--- config.mk ---
export PLATFORM = sky130hd
export DESIGN_NAME = iir_sos_sequencer
export DESIGN_NICKNAME = d
export VERILOG_FILES = /design/src/rtl/iir_pkg.sv /design/src/rtl/iir_round_sat.sv /design/src/rtl/iir_sos_sequencer.sv
export SDC_FILE = /design/constraint.sdc
export NUM_CORES = 1
export LEC_CHECK = 0
export BUFFER_PORTS_ARGS = -buffer_cell sky130_fd_sc_hd__buf_4
export CORE_MARGIN = 5
export CORE_UTILIZATION = 30
export DETAILED_ROUTE_END_ITERATION = 10
export SKIP_CTS_REPAIR_TIMING = 1
export SLEW_MARGIN = 20
export SYNTH_ARGS = -nofsm -noshare
export SYNTH_HDL_FRONTEND = slang
export SYNTH_HIERARCHICAL = 1
export SYNTH_SLANG_ARGS = --single-unit
export TNS_END_PERCENT = 30
--- constraint.sdc ---
create_clock -name clk -period 2.96 [get_ports clk]
set_clock_uncertainty 0.2 [all_clocks]
set_input_delay 0.444 -clock clk [delete_from_list [all_inputs] [get_ports clk]]
set_output_delay 0.444 -clock clk [all_outputs]
set_load 0.01 [all_outputs]
--- src/rtl/iir_pkg.sv ---
// Shared types and default widths for the IIR second-order-section datapath.
package iir_pkg;

    localparam int unsigned DEF_WA        = 18;
    localparam int unsigned DEF_WB        = 25;
    localparam int unsigned DEF_COEF_FRAC = 16;
    localparam int unsigned ACC_W         = 48;

    typedef enum logic [1:0] {
        IDLE  = 2'd0,
        MAC   = 2'd1,
        ROUND = 2'd2,
        OUT   = 2'd3
    } sos_state_t;

    typedef struct packed {
        logic signed [DEF_WA-1:0] b0;
        logic signed [DEF_WA-1:0] b1;
        logic signed [DEF_WA-1:0] b2;
        logic signed [DEF_WA-1:0] na1;
        logic signed [DEF_WA-1:0] na2;
    } sos_coef_t;

endpackage

--- src/rtl/iir_round_sat.sv ---
// Combinational round-half-up and saturate from a wide accumulator to the sample width.
module iir_round_sat #(
    parameter int unsigned WC   = 48,
    parameter int unsigned WO   = 25,
    parameter int unsigned FRAC = 16
) (
    input  logic signed [WC-1:0] acc,
    output logic signed [WO-1:0] y
);

    // One guard bit so adding the half-LSB can never wrap.
    localparam int unsigned WS = WC + 1;
    localparam logic signed [WS-1:0] HALF = {{(WS-FRAC){1'b0}}, 1'b1, {(FRAC-1){1'b0}}};
    localparam logic signed [WS-1:0] MAXV = {{(WS-WO+1){1'b0}}, {(WO-1){1'b1}}};
    localparam logic signed [WS-1:0] MINV = {{(WS-WO+1){1'b1}}, {(WO-1){1'b0}}};

    logic signed [WS-1:0] biased;
    logic signed [WS-1:0] shifted;

    always_comb begin
        biased  = WS'(acc) + HALF;
        shifted = biased >>> FRAC;
        if (shifted > MAXV) begin
            y = MAXV[WO-1:0];
        end else if (shifted < MINV) begin
            y = MINV[WO-1:0];
        end else begin
            y = shifted[WO-1:0];
        end
    end

endmodule

--- src/rtl/iir_sos_sequencer.sv ---
// Direct Form I biquad sequencer: drives a shared MAC through five products per sample,
// then rounds/saturates the sum, updates history and hands y downstream.
module iir_sos_sequencer
    import iir_pkg::*;
#(
    parameter int unsigned Wa        = DEF_WA,
    parameter int unsigned Wb        = DEF_WB,
    parameter int unsigned COEF_FRAC = DEF_COEF_FRAC
) (
    input  logic                  clk,
    input  logic                  rst_n,
    input  logic                  clear,
    input  logic signed [Wa-1:0]  coef_b0,
    input  logic signed [Wa-1:0]  coef_b1,
    input  logic signed [Wa-1:0]  coef_b2,
    input  logic signed [Wa-1:0]  coef_na1,
    input  logic signed [Wa-1:0]  coef_na2,
    input  logic                  in_valid,
    output logic                  in_ready,
    input  logic signed [Wb-1:0]  in_data,
    output logic                  out_valid,
    input  logic                  out_ready,
    output logic signed [Wb-1:0]  out_data,
    output logic                  mac_en,
    output logic                  mac_ld,
    output logic signed [Wa-1:0]  mac_a,
    output logic signed [Wb-1:0]  mac_b,
    input  logic signed [ACC_W-1:0] mac_c
);

    sos_state_t state, state_nx;
    logic [2:0] step, step_nx;
    sos_coef_t  coef;
    logic signed [Wb-1:0] x0, x1, x2, y1, y2;
    logic signed [Wb-1:0] sat;
    logic accept;

    assign in_ready = (state == IDLE);
    assign accept   = in_valid && in_ready;

    iir_round_sat #(
        .WC   (ACC_W),
        .WO   (Wb),
        .FRAC (COEF_FRAC)
    ) u_round_sat (
        .acc (mac_c),
        .y   (sat)
    );

    // State and MAC step counter.
    always_ff @(posedge clk or negedge rst_n) begin
        if (!rst_n) begin
            state <= IDLE;
            step  <= 3'd0;
        end else begin
            state <= state_nx;
            step  <= step_nx;
        end
    end

    // Next state and MAC operand selection; step 0 restarts the accumulator.
    always_comb begin
        state_nx = state;
        step_nx  = step;
        mac_en   = 1'b0;
        mac_ld   = 1'b0;
        mac_a    = '0;
        mac_b    = '0;
        case (state)
            IDLE: begin
                if (accept) begin
                    state_nx = MAC;
                    step_nx  = 3'd0;
                end
            end
            MAC: begin
                mac_en = 1'b1;
                mac_ld = (step == 3'd0);
                case (step)
                    3'd0:    begin mac_a = Wa'(coef.b0);  mac_b = x0; end
                    3'd1:    begin mac_a = Wa'(coef.b1);  mac_b = x1; end
                    3'd2:    begin mac_a = Wa'(coef.b2);  mac_b = x2; end
                    3'd3:    begin mac_a = Wa'(coef.na1); mac_b = y1; end
                    default: begin mac_a = Wa'(coef.na2); mac_b = y2; end
                endcase
                if (step == 3'd4) begin
                    state_nx = ROUND;
                end else begin
                    step_nx = step + 3'd1;
                end
            end
            ROUND: state_nx = OUT;
            OUT: begin
                if (out_ready) begin
                    state_nx = IDLE;
                end
            end
            default: state_nx = IDLE;
        endcase
    end

    // Sample/coefficient capture, history shift and output register.
    always_ff @(posedge clk or negedge rst_n) begin
        if (!rst_n) begin
            coef      <= '0;
            x0        <= '0;
            x1        <= '0;
            x2        <= '0;
            y1        <= '0;
            y2        <= '0;
            out_data  <= '0;
            out_valid <= 1'b0;
        end else begin
            if (state == IDLE) begin
                if (clear) begin
                    x1 <= '0;
                    x2 <= '0;
                    y1 <= '0;
                    y2 <= '0;
                end
                if (accept) begin
                    x0   <= in_data;
                    coef <= '{b0:  DEF_WA'(coef_b0),
                              b1:  DEF_WA'(coef_b1),
                              b2:  DEF_WA'(coef_b2),
                              na1: DEF_WA'(coef_na1),
                              na2: DEF_WA'(coef_na2)};
                end
            end
            if (state == ROUND) begin
                out_data  <= sat;
                out_valid <= 1'b1;
                x2        <= x1;
                x1        <= x0;
                y2        <= y1;
                y1        <= sat;
            end
            if (state == OUT && out_ready) begin
                out_valid <= 1'b0;
            end
        end
    end

endmodule

# Word level (Yosys, flattened, before mapping)
# Index checks and enable logic that the tools add are counted.
# classes
n_addsub	2
order_cmp	2
eq_ne	11
muxes	23
reduce_logical	12
# op_table
op	n
25-bit two-way mux	9
25-bit one-hot mux with 4 select lines	1
18-bit one-hot mux with 4 select lines	1
48-bit by 17-bit adder with 49-bit output (second input constant)	1
33-bit by 25-bit > comparator with 1-bit output (second input constant)	1
33-bit by 25-bit < comparator with 1-bit output (second input constant)	1
18-bit two-way mux	1
2-bit one-hot mux with 4 select lines	1
2-bit nonzero test	4
3-bit by 2-bit == test with 1-bit output (second input constant)	2
2-bit two-way mux	3
3-bit two-way mux	2
2-bit != test (second input constant)	3
3-bit one-hot mux with 2 select lines	1
3-bit AND reduction	2
2-bit == test (second input constant)	2
1-bit two-way mux	4
2-bit AND reduction	2
3-bit by 1-bit adder with 3-bit output (second input constant)	1
3-bit by 1-bit == test with 1-bit output (second input constant)	1
3-bit == test (second input constant)	1
3-bit logical NOT	1
2-bit by 1-bit == test with 1-bit output (second input constant)	1
1-bit logical AND	2
2 further kinds	2
# totals
regBits	246
inputBits	168
out_inout_bits	72
elab_cells	64

# Logic depth before layout (Yosys ltp)
# logic_depth
word_depth	5
ltp_mapped	9
ltp_nobuf	8

# By module
# Netlist, hierarchy kept.
# by_module_without_submodules
mod	n_inst	cells_each	area_each_um2	seq_area_each_um2
iir_sos_sequencer	1	867	11015.6	6155.9
iir_round_sat	1	136	998.5	0.0

# Worst setup path before layout
# OpenSTA, ideal clock, no wires.
# synth_timing
kind	in2reg
startpoint	input port mac_c[15]
endpoint	register out_data[14]
setup_ns	0.125
t_arrival_ns	2.138
t_required_ns	2.635
path_slack_ns	0.497
cell_stages	9
path_buffers	1
path_cell_list	ha_1 > nand3_2 > nor4_1 > nand4_1 > mux2i_1 > a41o_2 > clkbuf_4 > o21ai_2 > mux2_2
# synth_via
elab_chain_cells	4
word_cells_on_any_way	5
classes_between	1 x add/sub; 2 x order compare; 2 x mux
# synth_lines
item	line	source
start, declared	iir_sos_sequencer.sv:28	input logic signed [ACC_W-1:0] mac_c
48-bit by 17-bit adder with 49-bit output *	iir_round_sat.sv:21	biased = WS'(acc) + HALF;
33-bit by 25-bit < comparator with 1-bit output	iir_round_sat.sv:25	end else if (shifted < MINV) begin
25-bit two-way mux	iir_round_sat.sv:25	
25-bit two-way mux *	iir_round_sat.sv:23	if (shifted > MAXV) begin
named net sat[14]	iir_sos_sequencer.sv:35	logic signed [Wb-1:0] sat;
end signal, assigned	iir_sos_sequencer.sv:131	out_data <= sat;
end, declared	iir_sos_sequencer.sv:23	output logic signed [Wb-1:0] out_data,
# The timed path passes the listed nets; every way through them passes the cells marked *.
# A chain may end at the register's enable or synchronous reset.

# Worst setup path after layout
# layout_timing
startpoint	register step[1]
endpoint	output port mac_a[12]
# layout_via
elab_chain_cells	3
word_cells_on_any_way	6
classes_between	3 x eq/ne; 2 x mux; 1 x reduce/logical
# layout_lines
item	line	source
start, declared	iir_sos_sequencer.sv:32	logic [2:0] step, step_nx;
start signal, assigned	iir_sos_sequencer.sv:57	step <= step_nx;
3-bit by 2-bit == test with 1-bit output, or another cell as far along	iir_sos_sequencer.sv:79	case (step)
18-bit one-hot mux with 4 select lines *	iir_sos_sequencer.sv:79	
18-bit two-way mux *	iir_sos_sequencer.sv:69	case (state)
end, declared	iir_sos_sequencer.sv:26	output logic signed [Wa-1:0] mac_a,
# Every way passes the cells marked *; elsewhere a longest branch is shown, timed or not.

==> summary.txt <==
=====================================================================================
Count of clock tree sinks ..............................................          246
Leakage ................................................................      7.52 nW
HPWL after detailed placement ..........................................     24600 µm
Capturing point of the worst reg2reg path .............................. state[1]$_DFFE_PN0P_
Area after DPL .........................................................   0.0143 mm²
Gr ovfl total ..........................................................            0
# IOs ..................................................................          240
Failing checks ......................................................... negative setup slack
Max-capacitance violation count ........................................            0
Area of the multi-input gates ..........................................  0.00544 mm²
Site row count .........................................................           73
Mapped Avg Cell Area ...................................................     12.0 µm²
Post-detailed-route wirelength per cell ................................      21.2 µm
Setup-violating endpoint count in the final report .....................           34
Core area ..............................................................   0.0396 mm²
Width of the die .......................................................       210 µm
Clock buffer count from CTS ............................................           29
Cell depth of the worst hold path ......................................            4
Cell with the largest stage delay on the worst path .................... sky130_fd_sc_hd__dfrtp_1
1st-pass router iterations .............................................            6
Post-synth top area cell ............................................... sky130_fd_sc_hd__dfrtp_1
Most used DFF post-synth ............................................... sky130_fd_sc_hd__dfrtp_1
Height of the die ......................................................       210 µm
Register-to-Register Setup Slack .......................................       650 ps
Slew headroom ..........................................................        62.2%
Clock root buffer master ............................................... sky130_fd_sc_hd__clkbuf_16
Total power ............................................................      17.2 mW
Remaining antenna violation count ......................................            0
Worst flop-to-flop path startpoint ..................................... step[2]$_DFFE_PN0P_
Final Instance Area ....................................................   0.0167 mm²
Part of the total power dissipated in sequential elements ..............        35.4%
Proportion of layout cells with a drive suffix above 1 .................        27.8%
Effective utilization at floorplan .....................................        30.3%
Pre-CTS WS .............................................................       179 ps
Number of cells traversed by the worst register-to-register path .......            5
Combinational cell fraction of total power .............................        43.9%
Clk Latency, worst-skew pair ...........................................       540 ps
Clock tree from TritonCTS ..............................................        built
Most area-consuming cells after synthesis .............................. sky130_fd_sc_hd__dfrtp_1 (51%), sky130_fd_sc_hd__mux2_1 (12%), sky130_fd_sc_hd__a22o_1 (10%)
Status ................................................................. finished with violations
Proportion of synthesized chip area in sequential cells ................        51.2%
Final hold violation count .............................................            0
First-pass GRT wire length .............................................     57500 µm
Required time of the critical path .....................................      2320 ps
Transition time at the pin with the least slew margin ..................       567 ps
Type of the worst min-delay path ....................................... input port to register
Worst Path Arrival .....................................................      2370 ps
Net Switching ..........................................................      6.43 mW
Power share of the clock group .........................................        20.7%
Crit path cell chain ................................................... buf_4, ha_4, nor2b_4, buf_12, a22o_1, o311a_1, buf_4
Biggest cell delay along the critical path .............................       400 ps
Post-synthesis instance area ...........................................   0.0120 mm²
Via count of the first global-routing pass .............................         9693
Growth of design area from synthesis to finish .........................        39.2%
Worst vdd ir ...........................................................     0.602 mV
Switching Fraction .....................................................        37.3%
Setup repair after global routing missed its margin ....................         true
Terminating pin of the worst hold path ................................. state[0]$_DFFE_PN0P_
Power density cells ....................................................  1030 mW/mm²
Mapped Cells ...........................................................         1003
Tmin final .............................................................      3010 ps
Synth async-reset ratio ................................................         100%
Final RePlAce weighted congestion ......................................        0.873
Type of the setup path with the least slack ............................ register to output port
Peak Freq ..............................................................      332 MHz
Pins over their slew limit .............................................            0
Overall global routing resource usage ..................................        16.3%
Number of antenna violations at the first check in global routing ......            2
Number of unique standard cell types used by synthesis .................           54
Largest fanout of any net on the critical path .........................           30
DIE AREA ...............................................................   0.0441 mm²
Area occupied by registers .............................................  0.00616 mm²
Final clock period utilization by the worst path .......................         102%
Count of synthesis-stage warnings from yosys ...........................            6
Post-DR vias/cell ......................................................         5.24
Clock tree buffer depth ................................................            3
Routed vias ............................................................         9785
Maximum number of pins on one net before global-route repair ...........           89
Total nets after synthesis .............................................         1181
Final Net Count ........................................................         1503
Category of the worst setup path launch point ..........................     register
I/O Buffers ............................................................          224
CP endpoint kind .......................................................  output port
Clock-pin slew on the worst setup and hold paths .......................        60 ps
Total Wirelength .......................................................     39600 µm
Count of flip-flops with a built-in enable after synthesis .............            0
Filler instances .......................................................         3746
Dominant cell type by count on the critical path ....................... sky130_fd_sc_hd__buf_4
Top cell type's share of synthesized area ..............................        51.2%
Count of routing violations after the opening detailed-route iteration .          651
Worst hold start .......................................................     in_valid
DRC viols ..............................................................            0
Internal Power .........................................................      10.8 mW
Yosys reg bits .........................................................          246
Maximum level of the CTS H-tree ........................................            1
Min setup slack post-route .............................................     -54.9 ps
=====================================================================================
[cell usage in the layout, fill, tap and decap left out, types with 2 or more instances in the layout]
master	n
sky130_fd_sc_hd__dfrtp_1	244
sky130_fd_sc_hd__buf_4	236
sky130_fd_sc_hd__a22o_1	142
sky130_fd_sc_hd__mux2_1	123
sky130_fd_sc_hd__dlygate4sd3_1	117
sky130_fd_sc_hd__nor2_1	97
sky130_fd_sc_hd__o21ai_0	48
sky130_fd_sc_hd__o311a_1	43
sky130_fd_sc_hd__a22oi_1	42
sky130_fd_sc_hd__clkbuf_16	33
sky130_fd_sc_hd__o21ai_2	20
sky130_fd_sc_hd__mux2_2	18
sky130_fd_sc_hd__nand2_1	16
sky130_fd_sc_hd__buf_12	15
sky130_fd_sc_hd__xnor2_1	14
sky130_fd_sc_hd__xor2_1	12
sky130_fd_sc_hd__inv_1	11
sky130_fd_sc_hd__nand3_1	10
sky130_fd_sc_hd__clkbuf_8	8
sky130_fd_sc_hd__mux2i_1	7
sky130_fd_sc_hd__nand4_1	7
sky130_fd_sc_hd__and3_1	6
sky130_fd_sc_hd__ha_4	6
sky130_fd_sc_hd__clkbuf_1	5
sky130_fd_sc_hd__buf_6	5
sky130_fd_sc_hd__ha_1	4
sky130_fd_sc_hd__nor3_1	4
sky130_fd_sc_hd__buf_8	3
sky130_fd_sc_hd__nor4_1	3
sky130_fd_sc_hd__nor3_4	2
sky130_fd_sc_hd__a21oi_1	2
sky130_fd_sc_hd__clkinv_2	2
sky130_fd_sc_hd__bufinv_16	2
sky130_fd_sc_hd__clkinvlp_4	2
sky130_fd_sc_hd__dfrtp_2	2
sky130_fd_sc_hd__nand4_2	2
sky130_fd_sc_hd__nand3_4	2
[critical path: cells and delay by family (launching register included)]
| kind | cells | cell delay (ps) |
|---|---|---|
| flip-flops | 1 | 400 |
| AO/OA/AOI/OAI | 2 | 610 |
| adder cells (fa/ha/maj) | 1 | 170 |
| AND/OR/NAND/NOR | 1 | 140 |
| buffers and inverters | 3 | 490 |
[worst max path at each step]
stage | start | endpoint | slack, ps | cells past startpoint
after floorplan | mac_c[15] | out_data[14]$_DFFE_PN0P_ | 500 | 9
after global placement | mac_c[15] | out_data[19]$_DFFE_PN0P_ | 170 | 10
after detailed placement | mac_c[15] | out_data[19]$_DFFE_PN0P_ | 180 | 10
after CTS | step[0]$_DFFE_PN0P_ | mac_b[19] | -400 | 7
after global routing | step[1]$_DFFE_PN0P_ | mac_b[19] | -130 | 7
final | step[1]$_DFFE_PN0P_ | mac_a[12] | -50 | 7
[final cells by class]
| class | instances | area share (%) |
|---|---|---|
| Timing Repair Buffer | 381 | 20.8 |
| Clock inverter | 7 | 0.561 |
| Multi-Input combinational cell | 655 | 32.5 |
| Clock buffer | 42 | 5.11 |
| Tap cell | 525 | 3.93 |
| Sequential cell | 246 | 36.8 |
| Inverter | 12 | 0.269 |
| Antenna cell | 1 | 0.0150 |
[layer usage]
metal	global-route usage, %	routed length (µm)	vias up
met3	4.97	2780	69
li1	-	-	4425
met4	4.10	1150	2
met5	0	12	-
met2	26.0	19200	321
met1	21.7	16500	4968
[Yosys cell counts (2+ instances only)]
cell type	n
sky130_fd_sc_hd__o311a_1	43
sky130_fd_sc_hd__mux2i_1	7
sky130_fd_sc_hd__xor2_1	12
sky130_fd_sc_hd__nor3_1	4
sky130_fd_sc_hd__a21oi_1	2
sky130_fd_sc_hd__dfrtp_1	246
sky130_fd_sc_hd__o21ai_2	20
sky130_fd_sc_hd__nand4_1	7
sky130_fd_sc_hd__ha_1	10
sky130_fd_sc_hd__buf_2	32
sky130_fd_sc_hd__mux2_1	123
sky130_fd_sc_hd__nor3_2	2
sky130_fd_sc_hd__and3_1	6
sky130_fd_sc_hd__nor2_1	98
sky130_fd_sc_hd__nand3_4	2
sky130_fd_sc_hd__buf_1	2
sky130_fd_sc_hd__buf_4	5
sky130_fd_sc_hd__clkbuf_1	39
sky130_fd_sc_hd__nand3_1	10
sky130_fd_sc_hd__mux2_2	18
sky130_fd_sc_hd__buf_6	10
sky130_fd_sc_hd__inv_1	12
sky130_fd_sc_hd__xnor2_1	14
sky130_fd_sc_hd__nor4_1	3
sky130_fd_sc_hd__o21ai_0	48
sky130_fd_sc_hd__nand4_2	2
sky130_fd_sc_hd__nand2_1	16
sky130_fd_sc_hd__a22oi_1	43
sky130_fd_sc_hd__a22o_1	142
[cells by family (layout without fill, tap and decap cells)]
kind of cell	count (synthesis)	count (layout)	synth area share, %
adders and majority gates	10	10	1.04
AOI/OAI and AO/OA	310	310	21.2
and+or+nand+nor	161	161	6.43
other	0	1	0
xor gates and xnor gates	26	26	1.90
DFF	246	246	51.2
buffers and inverters	102	442	4.43
muxes	148	148	13.8
[state kept, by name, indices dropped and copies added, names as in the netlist]
name       flops
x1            25
y1            25
coef          90
y2            25
x0            25
out_data      25
step           3
state          2
out_valid      1
x2            25
[power by group through the flow]
stage	sequential, mW	clock [mW]	combinational, mW
floorplan	5.77	0	4.62
global placement	6.10	0	6.99
detailed placement	6.15	0	7.09
CTS	6.11	3.65	7.13
global route	6.28	3.79	8.27
finish	6.10	3.56	7.57
[per-stage QoR]
| step | util (%) | hold slack (ps) | std cells | TNS, ps |
|---|---|---|---|---|
| after global routing | 42.2 | 156 | 1869 | -4150 |
| final | 42.2 | 157 | 1869 | -875 |
| after CTS | 38.5 | -332 | 1742 | -13160 |
| after detailed placement | 36.1 | 262 | 1693 | 0 |
| after global placement | 36.1 | 258 | 1693 | 0 |
| after floorplan | - | -51.6 | 1003 | 0 |
Note: power is estimated with default switching activity, not from simulation.
